`src/rtl/edge_evt_pkg.sv`:
```
// Shared types for the edge-event arbiter: edge type tag, event record and a small
// helper that turns a detector's rise/fall pair into a tag.
package edge_evt_pkg;

    localparam int EVT_NUM_CH = 4;
    localparam int EVT_CH_W   = $clog2(EVT_NUM_CH);

    typedef enum logic {
        EVT_FALL = 1'b0,
        EVT_RISE = 1'b1
    } edge_type_e;

    typedef struct packed {
        logic [EVT_CH_W-1:0] ch;
        edge_type_e          typ;
    } edge_evt_t;

    // Rise and fall are mutually exclusive per channel, so rise alone selects the tag.
    function automatic edge_type_e edge_type(input logic rise);
        return rise ? EVT_RISE : EVT_FALL;
    endfunction

endpackage

```
`src/rtl/edge_detect_cell.sv`:
```
// One channel's edge detector: a delay flop tracking the input and gated rise/fall strobes.
module edge_detect_cell (
    input  logic clk,
    input  logic rstn,
    input  logic a,
    input  logic rise_en,
    input  logic fall_en,
    output logic rise,
    output logic fall
);

    logic del;

    // Delay resets low so an input already high at reset release reports a rise.
    always_ff @(posedge clk or negedge rstn) begin
        if (!rstn) begin
            del <= 1'b0;
        end else begin
            del <= a;
        end
    end

    assign rise = ~del & a & rise_en;
    assign fall = del & ~a & fall_en;

endmodule

```
`src/rtl/edge_event_arbiter.sv`:
```
// Edge-event arbiter: per-channel edge detection, one pending slot per channel and
// round-robin delivery onto a single valid/ready event port with drop accounting.
module edge_event_arbiter
    import edge_evt_pkg::*;
#(
    parameter int  NUM_CH = 4,
    parameter int  CNT_W  = 8,
    localparam int CH_W   = $clog2(NUM_CH)
) (
    input  logic              clk,
    input  logic              rstn,
    input  logic [NUM_CH-1:0] a_i,
    input  logic [NUM_CH-1:0] rise_en_i,
    input  logic [NUM_CH-1:0] fall_en_i,
    input  logic              clr_i,
    output logic              evt_valid_o,
    input  logic              evt_ready_i,
    output logic [CH_W-1:0]   evt_ch_o,
    output logic              evt_rise_o,
    output logic [NUM_CH-1:0] ovf_o,
    output logic [CNT_W-1:0]  drop_cnt_o
);

    localparam int SUM_W = CNT_W + $clog2(NUM_CH + 1);

    logic [NUM_CH-1:0] rise;
    logic [NUM_CH-1:0] fall;
    logic [NUM_CH-1:0] hit;
    edge_type_e        hit_typ [NUM_CH];

    logic [NUM_CH-1:0] pend;
    edge_type_e        pend_typ [NUM_CH];
    logic [CH_W-1:0]   rr_ptr;

    logic              load;
    logic              found;
    logic [CH_W-1:0]   gnt_ch;
    logic [CH_W-1:0]   rr_next;
    logic [NUM_CH-1:0] gnt;
    logic [NUM_CH-1:0] drop;

    logic [SUM_W-1:0]  drop_num;
    logic [SUM_W-1:0]  cnt_sum;
    logic [CNT_W-1:0]  cnt_sat;

    for (genvar g = 0; g < NUM_CH; g++) begin : g_cell
        edge_detect_cell u_cell (
            .clk     (clk),
            .rstn    (rstn),
            .a       (a_i[g]),
            .rise_en (rise_en_i[g]),
            .fall_en (fall_en_i[g]),
            .rise    (rise[g]),
            .fall    (fall[g])
        );

        assign hit[g]     = rise[g] | fall[g];
        assign hit_typ[g] = edge_type(rise[g]);
    end

    assign load = ~evt_valid_o | evt_ready_i;

    // Scan from the farthest offset down so the channel nearest rr_ptr wins last.
    always_comb begin
        int              idx;
        logic [CH_W-1:0] idx_v;
        found = 1'b0;
        gnt_ch = '0;
        for (int i = NUM_CH - 1; i >= 0; i--) begin
            idx = int'(rr_ptr) + i;
            if (idx >= NUM_CH) begin
                idx = idx - NUM_CH;
            end
            idx_v = CH_W'(idx);
            if (pend[idx_v]) begin
                found  = 1'b1;
                gnt_ch = idx_v;
            end
        end
    end

    assign rr_next = (int'(gnt_ch) == NUM_CH - 1) ? '0 : gnt_ch + CH_W'(1);

    always_comb begin
        for (int c = 0; c < NUM_CH; c++) begin
            gnt[c]  = load & found & (gnt_ch == CH_W'(c));
            drop[c] = hit[c] & pend[c] & ~gnt[c];
        end
    end

    // A slot freed by this cycle's grant can take this cycle's new edge.
    always_ff @(posedge clk or negedge rstn) begin
        if (!rstn) begin
            pend <= '0;
            for (int c = 0; c < NUM_CH; c++) begin
                pend_typ[c] <= EVT_FALL;
            end
        end else begin
            for (int c = 0; c < NUM_CH; c++) begin
                if (hit[c] && (!pend[c] || gnt[c])) begin
                    pend[c]     <= 1'b1;
                    pend_typ[c] <= hit_typ[c];
                end else if (gnt[c]) begin
                    pend[c] <= 1'b0;
                end
            end
        end
    end

    always_ff @(posedge clk or negedge rstn) begin
        if (!rstn) begin
            evt_valid_o <= 1'b0;
            evt_ch_o    <= '0;
            evt_rise_o  <= 1'b0;
            rr_ptr      <= '0;
        end else if (load) begin
            if (found) begin
                evt_valid_o <= 1'b1;
                evt_ch_o    <= gnt_ch;
                evt_rise_o  <= (pend_typ[gnt_ch] == EVT_RISE);
                rr_ptr      <= rr_next;
            end else begin
                evt_valid_o <= 1'b0;
            end
        end
    end

    always_comb begin
        drop_num = '0;
        for (int c = 0; c < NUM_CH; c++) begin
            drop_num = drop_num + SUM_W'(drop[c]);
        end
        cnt_sum = SUM_W'(drop_cnt_o) + drop_num;
        cnt_sat = (cnt_sum > SUM_W'({CNT_W{1'b1}})) ? {CNT_W{1'b1}} : cnt_sum[CNT_W-1:0];
    end

    // Clear wins over a drop in the same cycle; that drop is simply forgotten.
    always_ff @(posedge clk or negedge rstn) begin
        if (!rstn) begin
            ovf_o      <= '0;
            drop_cnt_o <= '0;
        end else if (clr_i) begin
            ovf_o      <= '0;
            drop_cnt_o <= '0;
        end else begin
            ovf_o      <= ovf_o | drop;
            drop_cnt_o <= cnt_sat;
        end
    end

endmodule

```
`config.mk`:
```
export PLATFORM = sky130hd
export DESIGN_NAME = edge_event_arbiter
export DESIGN_NICKNAME = d
export VERILOG_FILES = /design/src/rtl/edge_evt_pkg.sv /design/src/rtl/edge_detect_cell.sv /design/src/rtl/edge_event_arbiter.sv
export SDC_FILE = /design/constraint.sdc
export NUM_CORES = 1
export LEC_CHECK = 0
export CAP_MARGIN = 20
export CORE_AREA = 4 4 65 91
export CTS_CLUSTER_SIZE = 24
export DETAILED_ROUTE_END_ITERATION = 8
export DIE_AREA = 0 0 69 95
export MAX_ROUTING_LAYER = met4
export PLACE_DENSITY_LB_ADDON = 0.08
export SETUP_SLACK_MARGIN = 0.15
export SLEW_MARGIN = 20
export SYNTH_ARGS = -nofsm -noshare
export SYNTH_HDL_FRONTEND = slang
export SYNTH_SLANG_ARGS = --single-unit
```
`constraint.sdc`:
```
create_clock -name clk -period 4.1 [get_ports clk]
set_clock_uncertainty 0.2 [all_clocks]
set_input_delay 0.41 -clock clk [delete_from_list [all_inputs] [get_ports clk]]
set_output_delay 0.41 -clock clk [all_outputs]
set_load 0.02 [all_outputs]
```
==> qor.log <==
INFO  synthesis      synthesis.area_per_instance=10.08um2
INFO  timing         setup-violations-final=0
INFO  global_route   grt_max_degree=31
INFO  route          route.final.wire_length=3.597mm
INFO  final_layout   antenna_cells_inserted=0
INFO  route          drt_pass1_iterations=4
INFO  synthesis      ys_seq_elements=30
INFO  route          average_wire_length_per_cell_after_detail_routing=13.89um
INFO  clocking       cts.hold.buffers_added=0
INFO  pwr            p_leak=0.9086nW
INFO  floorplan      design.core.area=0.005120mm2
INFO  clocking       htree_num_levels=2
INFO  setup_path     worst-endpoint-arrival=3.72ns
INFO  setup_path     critical_path.reg2reg.startpoint=rr_ptr[1]
INFO  global_route   grt_pass1_wl=6.099mm
INFO  floorplan      number_of_core_rows=31
INFO  setup_path     critical_path.endpoint_type=flip-flop
INFO  timing         timing.slew.headroom=65.01%
INFO  synthesis      post_synth_inst_count=150
INFO  timing         finalWorstPathRequiredPeriod=3.735ns
INFO  route          detail_route.drc_violations=0
INFO  timing         maxClockFrequency=0.2677GHz
INFO  setup_path     flop2flop_setup_slack=0.36ns
INFO  setup_path     worstSetupStartpoint=rr_ptr[1]
INFO  timing         totalNegativeSetupSlack=0ns
INFO  timing         rsz0062_at_grt=no
INFO  synthesis      synth.most_common_cell=dfrtp_1
INFO  floorplan      die_height=95um
INFO  clocking       insertion_delay=0.28ns
INFO  timing         worstMarginPinSlew=0.5200ns
INFO  synthesis      ys_seq_area_share=49.67%
INFO  setup_path     cp_cell_sequence=nor2b_1 > a221oi_4 > inv_2 > ha_1 > a21boi_2 > nand2_2 > fa_1 > fa_1 > inv_1 > fa_1 > and3_1 > and3_2 > and3b_1 > nor3_1
INFO  global_route   grt_overflow=0
INFO  synthesis      synth_top_cell_by_area=dfrtp_1
INFO  setup_path     depth_of_the_most_critical_reg_to_reg_path=14
INFO  global_route   first_global_vias=1317
INFO  setup_path     crit_slowest_cell=fa_1
INFO  timing         hold_violations=0
INFO  clocking       clockRootBuffer=clkbuf_8
INFO  route          num_vias=1230
INFO  pwr            power_density=615.9mW/mm2
INFO  synthesis      mappedNetlistArea=0.001511mm2
INFO  setup_path     nature_of_the_critical_path_startpoint=flip-flop
INFO  placed_design  place_worst_setup_slack=-0.06443ns
INFO  pwr            vdd.ir_drop.worst=0.2369mV
INFO  setup_path     timing.critical_path.fanout_max=5
INFO  timing         finalCritPeriodShare=91.10%
INFO  placed_design  portBuffers=31
INFO  clocking       cts_tree=done
INFO  floorplan      initial_utilization=29.52%
INFO  setup_path     worst_ep_required_time=4.08ns
INFO  clocking       maximum_root_to_sink_buffer_count=2
INFO  final_layout   num-nets-final=216
INFO  setup_path     timing.rr.end=drop_cnt_o[6]
INFO  route          drt_first_iter_violations=71
INFO  timing         layout_setup_ws=0.3648ns
INFO  synthesis      synth.distinct_cells=31
INFO  outcome        run_status=completed
INFO  synthesis      synth_edf_count=0
INFO  clocking       cts_sinks=30
INFO  global_route   track_usage=12.33%
INFO  synthesis      largest_cells_by_area_after_synthesis=dfrtp_1 50%, mux2i_1 5.3%, nand2_1 4.7%, nor2_1 4.5%, ha_1 4.1%
INFO  worst_hold_path min-delay-path-class=flip-flop to flip-flop
INFO  setup_path     delay_of_the_slowest_cell_on_the_worst_path=0.53ns
INFO  floorplan      die-area=0.006555mm2
INFO  synthesis      synth.net_count=174
INFO  clocking       worst_setup_hold_path_clk_slew=0.07ns
INFO  placed_design  dpl.hpwl=2.747mm
INFO  placed_design  finalWeightedCongestion=0.8891
INFO  setup_path     worst_path_most_repeated_cell=fa_1
INFO  final_layout   drive_gt1_share=15.03%
INFO  route          routed_via_density=4.749
INFO  synthesis      synth_largest_type_area_fraction=49.67%
INFO  flow_run       max-cap-violations=0
INFO  synthesis      most_used_standard_cells_in_the_synthesized_netlist=30 x dfrtp_1, 19 x nand2_1, 18 x nor2_1
INFO  global_route   antenna_violations_before_repair=0
INFO  setup_path     worst_setup_path_endpoint=drop_cnt_o[6]
INFO  route          antenna_violating_nets_post_route=0
INFO  synthesis      yosys_warnings=0
INFO  floorplan      dieWidth=69um
INFO  timing         report.final.slew_viol_count=0
INFO  floorplan      io-pin-count=32
INFO  final_layout   flow.area_growth_from_synthesis=37.25%
INFO  synthesis      dominantRegCellSynth=dfrtp_1
INFO  timing         worst_hold_slack=0.2782ns
INFO  clocking       numCtsBuffers=5
INFO  setup_path     setup.worst_path.class=flip-flop to flip-flop
INFO  synthesis      ys_async_sr_fraction=100.0%
[worst min path at each step]
| stage | startpoint | endpoint | slack (ns) | cells after the start |
|---|---|---|---|---|
| after floorplan | rstn | drop_cnt_o[0] | -0.09 | 0 |
| after global placement | g_cell[3].u_cell.del | pend_typ[0] | 0.27 | 1 |
| after detailed placement | evt_ch_o[0] | evt_ch_o[0] | 0.27 | 2 |
| after CTS | evt_ch_o[0] | evt_ch_o[0] | 0.28 | 2 |
| after global routing | g_cell[3].u_cell.del | pend_typ[0] | 0.30 | 1 |
| final | evt_ch_o[0] | evt_ch_o[0] | 0.28 | 2 |
[cell usage in the layout (no fill, tap or decap), types with 3 or more instances in the layout]
| cell type | instances |
|---|---|
| a21oi_1 | 10 |
| buf_4 | 6 |
| clkbuf_8 | 6 |
| clkdlybuf4s50_1 | 31 |
| dfrtp_1 | 29 |
| fa_1 | 3 |
| ha_1 | 5 |
| inv_1 | 6 |
| mux2i_1 | 8 |
| nand2_1 | 18 |
| nand2b_1 | 8 |
| nor2_1 | 17 |
| o21ai_0 | 8 |
| or2_2 | 4 |
[registers in the layout (all words and copies together), names as in the netlist]
| signal | count |
|---|---|
| rr_ptr | 2 |
| evt_rise_o | 1 |
| g_cell.u_cell.del | 4 |
| pend | 4 |
| evt_valid_o | 1 |
| ovf_o | 4 |
| pend_typ | 4 |
| evt_ch_o | 2 |
| drop_cnt_o | 8 |
[where the power goes]
part | internal [mW] | total, mW | switching (mW)
sequential | 0.368 | 0.442 | 0.0732
clock | 0.135 | 0.245 | 0.110
combinational | 0.291 | 0.591 | 0.299
total | 0.795 | 1.28 | 0.483
[metal layers]
layer	wire, um	vias to the layer above	share of wire [%]	global-route usage [%]
li1	-	588	-	-
met1	1389	605	39	12.75
met2	1989	28	55	21.82
met3	115	9	3.2	3.408
met4	103	0	2.9	5.537
met5	0	-	0	-
[worst max-delay path: cells and delay by family, from the launching register on]
| family | cells | cell delay [ns] |
|---|---|---|
| adders and majority gates | 4 | 1.32 |
| and+or+nand+nor | 6 | 1.03 |
| AOI/OAI and AO/OA | 2 | 0.51 |
| DFF | 1 | 0.44 |
| buffers and inverters | 2 | 0.12 |
[per-stage QoR]
step / std cells / total power, mW / utilization (%) / area [um2]
3_5_place_dp: 248 / 0.9812 / 37.49 / 1919
6_report: 259 / 1.278 / 40.52 / 2074
5_1_grt: 259 / 1.384 / 40.52 / 2074
2_1_floorplan: 150 / 0.7684 / - / 1511
4_1_cts: 257 / 1.266 / 39.86 / 2041
3_3_place_gp: 248 / 0.9752 / 37.49 / 1919
[cells by family after synthesis]
kind of cell | count (synthesis) | share of synthesized area [%]
AO/OA/AOI/OAI | 29 | 12.42
AND/OR/NAND/NOR | 62 | 19.95
multiplexers | 8 | 5.298
XOR/XNOR | 4 | 2.318
flip-flops | 30 | 49.67
buffers and inverters | 9 | 2.236
adder cells (fa/ha/maj) | 8 | 8.113
[final cells by class]
cell class                      instances  area [um2]
Clock buffer                            7       86.33
Multi-Input combinational cell        111       767.0
Inverter                                7       26.28
Clock inverter                          1       5.005
Tap cell                               66       82.58
Timing Repair Buffer                   37       355.3
Sequential cell                        30       752.0
Fill cell                             542        3045
[what timing repair did]
action,in CTS,in global routing
setup buffers,1,2
gates resized for setup,5,7
setup endpoints to repair,7,7
pin swaps,1,4
Note: power is estimated with default switching activity, not from simulation.
